[config.mk]
export PLATFORM = sky130hd
export DESIGN_NAME = if_fetch_ctrl_flat
export DESIGN_NICKNAME = d
export VERILOG_FILES = /design/src/rtl/if_pkg.sv /design/src/rtl/if_fetch_ctrl_if.sv /design/src/rtl/if_perf_ctr.sv /design/src/rtl/if_fetch_ctrl.sv /design/src/flat_wrapper.sv
export SDC_FILE = /design/constraint.sdc
export NUM_CORES = 1
export LEC_CHECK = 0
export CORE_MARGIN = 2
export CORE_UTILIZATION = 54
export DETAILED_ROUTE_END_ITERATION = 8
export PLACE_DENSITY = 0.86
export SKIP_CTS_REPAIR_TIMING = 1
export SYNTH_ARGS = -nofsm -noshare
export SYNTH_HDL_FRONTEND = slang
export SYNTH_HIERARCHICAL = 1
export SYNTH_SLANG_ARGS = --single-unit
[constraint.sdc]
create_clock -name clk -period 6.6 [get_ports clk]
set_clock_uncertainty 0.15 [all_clocks]
set_input_delay 0.99 -clock clk [delete_from_list [all_inputs] [get_ports clk]]
set_output_delay 0.99 -clock clk [all_outputs]
set_load 0.01 [all_outputs]
[src/rtl/if_pkg.sv]
// Shared types and constants for the instruction-fetch controller.
package if_pkg;

  localparam int unsigned XLEN = 32;

  localparam logic [XLEN-1:0] PC_INC           = XLEN'(4);
  localparam logic [XLEN-1:0] NOP_INST_DEFAULT = '0;  // sll $0,$0,0

  typedef enum logic [1:0] {
    IDLE  = 2'd0,
    FETCH = 2'd1,
    HOLD  = 2'd2,
    DRAIN = 2'd3
  } state_t;

endpackage

[src/rtl/if_fetch_ctrl_if.sv]
// Instruction-memory req/ack bus between the fetch controller and imem.
interface if_fetch_ctrl_if;
  import if_pkg::*;

  logic            imem_req;
  logic [XLEN-1:0] imem_addr;
  logic            imem_ack;
  logic [XLEN-1:0] imem_rdata;

  modport master (output imem_req, output imem_addr, input imem_ack, input imem_rdata);
  modport slave  (input imem_req, input imem_addr, output imem_ack, output imem_rdata);

endinterface

[src/rtl/if_perf_ctr.sv]
// Fetch/bubble event counters; only present when IF_FETCH_PERF_EN is defined.
`ifdef IF_FETCH_PERF_EN
module if_perf_ctr
  import if_pkg::*;
(
  input  logic            clk,
  input  logic            rst,
  input  logic            ce,
  input  logic            vld,
  output logic [XLEN-1:0] fetch_cnt,
  output logic [XLEN-1:0] bubble_cnt
);

  // Count IF/ID writes split by real instruction vs bubble; both wrap.
  always_ff @(posedge clk or posedge rst) begin
    if (rst) begin
      fetch_cnt  <= '0;
      bubble_cnt <= '0;
    end else if (ce) begin
      if (vld) fetch_cnt  <= fetch_cnt + XLEN'(1);
      else     bubble_cnt <= bubble_cnt + XLEN'(1);
    end
  end

endmodule
`endif

[src/rtl/if_fetch_ctrl.sv]
// Instruction-fetch controller: PC ownership, imem req/ack, IF/ID hold buffer
// and branch redirect with drain. Optional counters under IF_FETCH_PERF_EN.
module if_fetch_ctrl
  import if_pkg::*;
#(
  parameter logic [XLEN-1:0] RESET_PC = '0,
  parameter logic [XLEN-1:0] NOP_INST = NOP_INST_DEFAULT
) (
  input  logic              clk,
  input  logic              rst,
  input  logic              stall_id,
  input  logic              branch_taken,
  input  logic [XLEN-1:0]   branch_target,
  if_fetch_ctrl_if.master   imem,
  output logic [XLEN-1:0]   if_pc,
  output logic [XLEN-1:0]   if_inst,
  output logic              if_valid,
  output logic              ifid_ce
`ifdef IF_FETCH_PERF_EN
  ,
  output logic [XLEN-1:0]   perf_fetch_cnt,
  output logic [XLEN-1:0]   perf_bubble_cnt
`endif
);

  state_t          state, state_d;
  logic [XLEN-1:0] pc, pc_d;
  logic [XLEN-1:0] tgt, tgt_d;
  logic [XLEN-1:0] hold_inst, hold_inst_d;
  logic [XLEN-1:0] hold_pc, hold_pc_d;
  logic            hold_vld, hold_vld_d;
  logic [XLEN-1:0] tgt_aligned;

  assign tgt_aligned = branch_target & ~XLEN'(3);
  assign ifid_ce     = ~stall_id;

  // Memory request comes from registered state only; address is the live PC.
  assign imem.imem_req  = (state == FETCH) || (state == DRAIN);
  assign imem.imem_addr = pc;

  // State register.
  always_ff @(posedge clk or posedge rst) begin
    if (rst) state <= IDLE;
    else     state <= state_d;
  end

  // PC, redirect target and hold buffer.
  always_ff @(posedge clk or posedge rst) begin
    if (rst) begin
      pc        <= RESET_PC;
      tgt       <= RESET_PC;
      hold_inst <= NOP_INST;
      hold_pc   <= RESET_PC;
      hold_vld  <= 1'b0;
    end else begin
      pc        <= pc_d;
      tgt       <= tgt_d;
      hold_inst <= hold_inst_d;
      hold_pc   <= hold_pc_d;
      hold_vld  <= hold_vld_d;
    end
  end

  // Next state and IF/ID payload; a redirect always squashes this cycle's output.
  always_comb begin
    state_d     = state;
    pc_d        = pc;
    tgt_d       = tgt;
    hold_inst_d = hold_inst;
    hold_pc_d   = hold_pc;
    hold_vld_d  = hold_vld;
    if_pc       = pc;
    if_inst     = NOP_INST;
    if_valid    = 1'b0;
    unique case (state)
      IDLE: begin
        state_d = FETCH;
        if (branch_taken) pc_d = tgt_aligned;
      end
      FETCH: begin
        if (branch_taken) begin
          if (imem.imem_ack) begin
            pc_d = tgt_aligned;
          end else begin
            tgt_d   = tgt_aligned;
            state_d = DRAIN;
          end
        end else if (imem.imem_ack) begin
          pc_d = pc + PC_INC;
          if (stall_id) begin
            hold_inst_d = imem.imem_rdata;
            hold_pc_d   = pc;
            hold_vld_d  = 1'b1;
            state_d     = HOLD;
          end else begin
            if_inst  = imem.imem_rdata;
            if_valid = 1'b1;
          end
        end
      end
      HOLD: begin
        if (branch_taken) begin
          hold_vld_d = 1'b0;
          pc_d       = tgt_aligned;
          state_d    = FETCH;
        end else begin
          if_pc    = hold_pc;
          if_inst  = hold_inst;
          if_valid = hold_vld;
          if (!stall_id) begin
            hold_vld_d = 1'b0;
            state_d    = FETCH;
          end
        end
      end
      DRAIN: begin
        if (branch_taken) tgt_d = tgt_aligned;
        if (imem.imem_ack) begin
          pc_d    = branch_taken ? tgt_aligned : tgt;
          state_d = FETCH;
        end
      end
      default: state_d = IDLE;
    endcase
  end

`ifdef IF_FETCH_PERF_EN
  if_perf_ctr u_perf (
    .clk        (clk),
    .rst        (rst),
    .ce         (ifid_ce),
    .vld        (if_valid),
    .fetch_cnt  (perf_fetch_cnt),
    .bubble_cnt (perf_bubble_cnt)
  );
`endif

endmodule
[src/flat_wrapper.sv]
// flat-port wrapper written by rule: the top's interface ports become plain ports
module if_fetch_ctrl_flat import if_pkg::*;
#(
  parameter logic [XLEN-1:0] RESET_PC = '0,
  parameter logic [XLEN-1:0] NOP_INST = NOP_INST_DEFAULT
)
  (clk, rst, stall_id, branch_taken, branch_target, if_pc, if_inst, if_valid, ifid_ce, imem_imem_req, imem_imem_addr, imem_imem_ack, imem_imem_rdata);
  if_fetch_ctrl_if imem_i ();
  input  logic clk;
  input  logic rst;
  input  logic stall_id;
  input  logic branch_taken;
  input  logic [XLEN-1:0] branch_target;
  output logic [XLEN-1:0] if_pc;
  output logic [XLEN-1:0] if_inst;
  output logic if_valid;
  output logic ifid_ce;
  output wire logic [$bits(imem_i.imem_req)-1:0] imem_imem_req;
  output wire logic [$bits(imem_i.imem_addr)-1:0] imem_imem_addr;
  input wire logic [$bits(imem_i.imem_ack)-1:0] imem_imem_ack;
  input wire logic [$bits(imem_i.imem_rdata)-1:0] imem_imem_rdata;
  assign imem_imem_req = imem_i.imem_req;
  assign imem_imem_addr = imem_i.imem_addr;
  assign imem_i.imem_ack = imem_imem_ack;
  assign imem_i.imem_rdata = imem_imem_rdata;
  if_fetch_ctrl #(.RESET_PC(RESET_PC), .NOP_INST(NOP_INST)) u_core (.clk(clk), .rst(rst), .stall_id(stall_id), .branch_taken(branch_taken), .branch_target(branch_target), .imem(imem_i), .if_pc(if_pc), .if_inst(if_inst), .if_valid(if_valid), .ifid_ce(ifid_ce));
endmodule
==> flow_summary_export.csv <==
group,metric,value,unit
routing,vias_per_cell,6.168,
global_routing,grt_pass1_wl,31.08,mm
global_routing,grt_pass1_vias,5878,
min_path,min_from,"u_core/hold_pc[22]",
clocking,clk_latency,420,ps
routing,vias,6001,
critical_path,path_max_fanout,63,
floorplan,coreArea,12720,µm²
clocking,cts-root-buf,"clkbuf_16",
clocking,cts_sinks,131,
clocking,cts_max_level,4,
layout,layout-drive-gt1-share,0.2160,
global_routing,grt_use_total,0.2765,
critical_path,rrSetupSlack,3000,ps
critical_path,end_kind,"output pin",
logic_synthesis,syn_area_per_cell,10.92,µm²
placed_design,post-dp-hpwl,12.64,mm
global_routing,use_met2,0.4545,
timing,setup_viol,0,
min_path,min_to,"u_core/hold_pc[22]",
placed_design,placed_cells,943,
logic_synthesis,synth_nets,722,
routing,drt_pass1_iterations,6,
timing,tightest_slew,1042,ps
critical_path,r2r-end,"u_core/hold_inst[19]",
layout,antenna_cells,0,
layout,n_fill_cell,922,
clocking,ctsLongestPathBuffers,2,
min_path,hold_depth,2,
clocking,clk_pin_slew,50,ps
global_routing,grt_use_met1,0.3526,
logic_synthesis,synth-seq-cells,131,
timing,drv_slew,0,
logic_synthesis,netlist-cell-type-count,61,
routing,first_iter_violations,513,
logic_synthesis,async_flop_share,1.000,
critical_path,reg2regPathDepth,5,
routing,drc,0,
timing,min_period,4705,ps
layout,nets,864,
timing,max_slew_margin,0.3057,
logic_synthesis,ys_seq_area_frac,0.4632,
layout,area_growth,32.34,%
power_and_ir_drop,p_leak,3.796,nW
logic_synthesis,ys.warnings.count,6,
logic_synthesis,yosysMostFrequentCell,"dfrtp_1",
critical_path,startpoint,"branch_taken",
logic_synthesis,yosys.area.top_type,"dfrtp_1",
timing,final.setup.tns,0,ps
floorplan,ioPinCount,168,
placed_design,port_buffers,165,
floorplan,die_area,14040,µm²
critical_path,reg2reg_from,"u_core/state[1]",
clocking,cts_made_buffers,17,
global_routing,grt-busiest-layer,"met2",
routing,ant_nets,0,
layout,instances_no_fill,973,
floorplan,row_count,41,
flow_run,cap_violations,0,
global_routing,grt_max_degree,85,
timing,fmax,0.2125,GHz
logic_synthesis,yosys.area.top_type_share,0.4632,
critical_path,crit_path_start_kind,"primary input",
power_and_ir_drop,peakVddDrop,250.7,µV
routing,routed_wirelength,19.32,mm
run_status,outcome,"completed",
critical_path,worstPathArrival,3570,ps
timing,hold_violations,0,
floorplan,die_w,118.5,µm
global_routing,antenna_found_initial,0,
routing,drt-wirelength-per-cell,19.86,µm
timing,period_share,0.7129,
logic_synthesis,synthTopCellsByCount,"dfrtp_1 (131), mux2_2 (114), o21ai_0 (58), a22oi_1 (41), nor2b_1 (37)",
clocking,cts_tree,"built",
floorplan,die_y,118.5,µm
power_and_ir_drop,pwr_density_cell,429.2,nW/µm²
logic_synthesis,synth.area.top_cells,"dfrtp_1 (46%), mux2_2 (18%), a22oi_1 (4.3%)",
min_path,hold_path_class,"reg -> reg",
critical_path,required,5460,ps
logic_synthesis,synth_edf_count,0,
global_routing,grt_use_met3,0.07432,
placed_design,globalplace.congestion,0.8214,
global_routing,grt_overflow_total,0,
timing,rsz0062_at_grt,"no",
logic_synthesis,synthFlopType,"dfrtp_1",
logic_synthesis,netlist_area,7077,µm²
logic_synthesis,syn_inst,648,
critical_path,path_class,"in -> out",
floorplan,initial_core_util,0.5563,
[state kept, by name, indices dropped and copies added (netlist names)]
name	cells
u_core/state	2
u_core/hold_pc	32
u_core/hold_vld	1
u_core/imem.imem_addr	32
u_core/tgt	32
u_core/hold_inst	32
[kinds of logic (layout without fill, tap and decap cells)]
group,Yosys count,count (layout),share of synthesized area
flops,131,131,0.4632
mux,116,116,0.1842
buf+inv,64,217,0.03836
simple gates,143,143,0.1252
fa+ha+maj,5,5,0.008840
compound gates,189,189,0.1802
[area by class of cell]
class	count	area, µm²	share of cell area
Tap cell	172	215.2	0.02298
Multi-Input combinational cell	453	3561	0.3802
Clock buffer	25	515.5	0.05504
Timing Repair Buffer	174	1719	0.1836
Clock inverter	5	25.02	0.002672
Sequential cell	131	3278	0.3500
Inverter	13	51.30	0.005478
[routing by layer]
| layer | part of all wire | up-vias |
|---|---|---|
| met4 | 0.026 | 0 |
| met5 | 0 | - |
| li1 | - | 2712 |
| met3 | 0.072 | 41 |
| met2 | 0.49 | 272 |
| met1 | 0.42 | 2976 |
[cells in the final DEF (no fill, tap or decap), types with 5 or more instances in the layout]
cell type / instances
nand2_1: 35
a22o_1: 5
inv_1: 11
nand4_1: 8
a221oi_1: 12
buf_4: 9
o21ai_0: 58
clkbuf_16: 17
clkinv_2: 5
a21o_1: 5
nand3_1: 9
a22oi_1: 41
clkdlybuf4s50_1: 165
a31oi_1: 10
clkbuf_8: 6
mux2_2: 114
a21oi_1: 18
nor2b_1: 35
nor2_1: 17
dfrtp_1: 131
o21ai_1: 6
ha_1: 5
[report_power, final]
part / total [W] / internal (W) / switching, W
registers: 0.00150 / 0.00116 / 0.000332
logic: 0.00167 / 0.000897 / 0.000770
clock network: 0.000856 / 0.000532 / 0.000324
total: 0.00402 / 0.00259 / 0.00143
[how the worst max path moves through the flow]
stage / to / slack, ps
after floorplan: u_core/hold_inst[0] / 1960
after global placement: if_inst[26] / 1980
after detailed placement: if_inst[16] / 1870
after CTS: if_inst[16] / 1870
after global routing: if_inst[16] / 1750
final: if_inst[16] / 1890
[per-stage QoR]
step | area [µm²] | setup WS (ps) | hold WS, ps | total power [W] | util
final | 9365 | 1895 | 329.2 | 0.004020 | 0.7361
after global routing | 9365 | 1750 | 350.7 | 0.004246 | 0.7361
after CTS | 9365 | 1865 | 332.6 | 0.004016 | 0.7361
after detailed placement | 8825 | 1866 | 320.9 | 0.003137 | 0.6936
after global placement | 8825 | 1977 | 312.5 | 0.003049 | 0.6936
after floorplan | 7077 | 1962 | 299.7 | 0.002443 | -
[critical path: stages]
cell	delay (ps)
clkdlybuf4s50_1	400
buf_4	220
nor2b_4	320
buf_4	620
a22oi_1	230
nor2b_1	180
clkdlybuf4s50_1	570
Power figures use the tool's default switching activity.
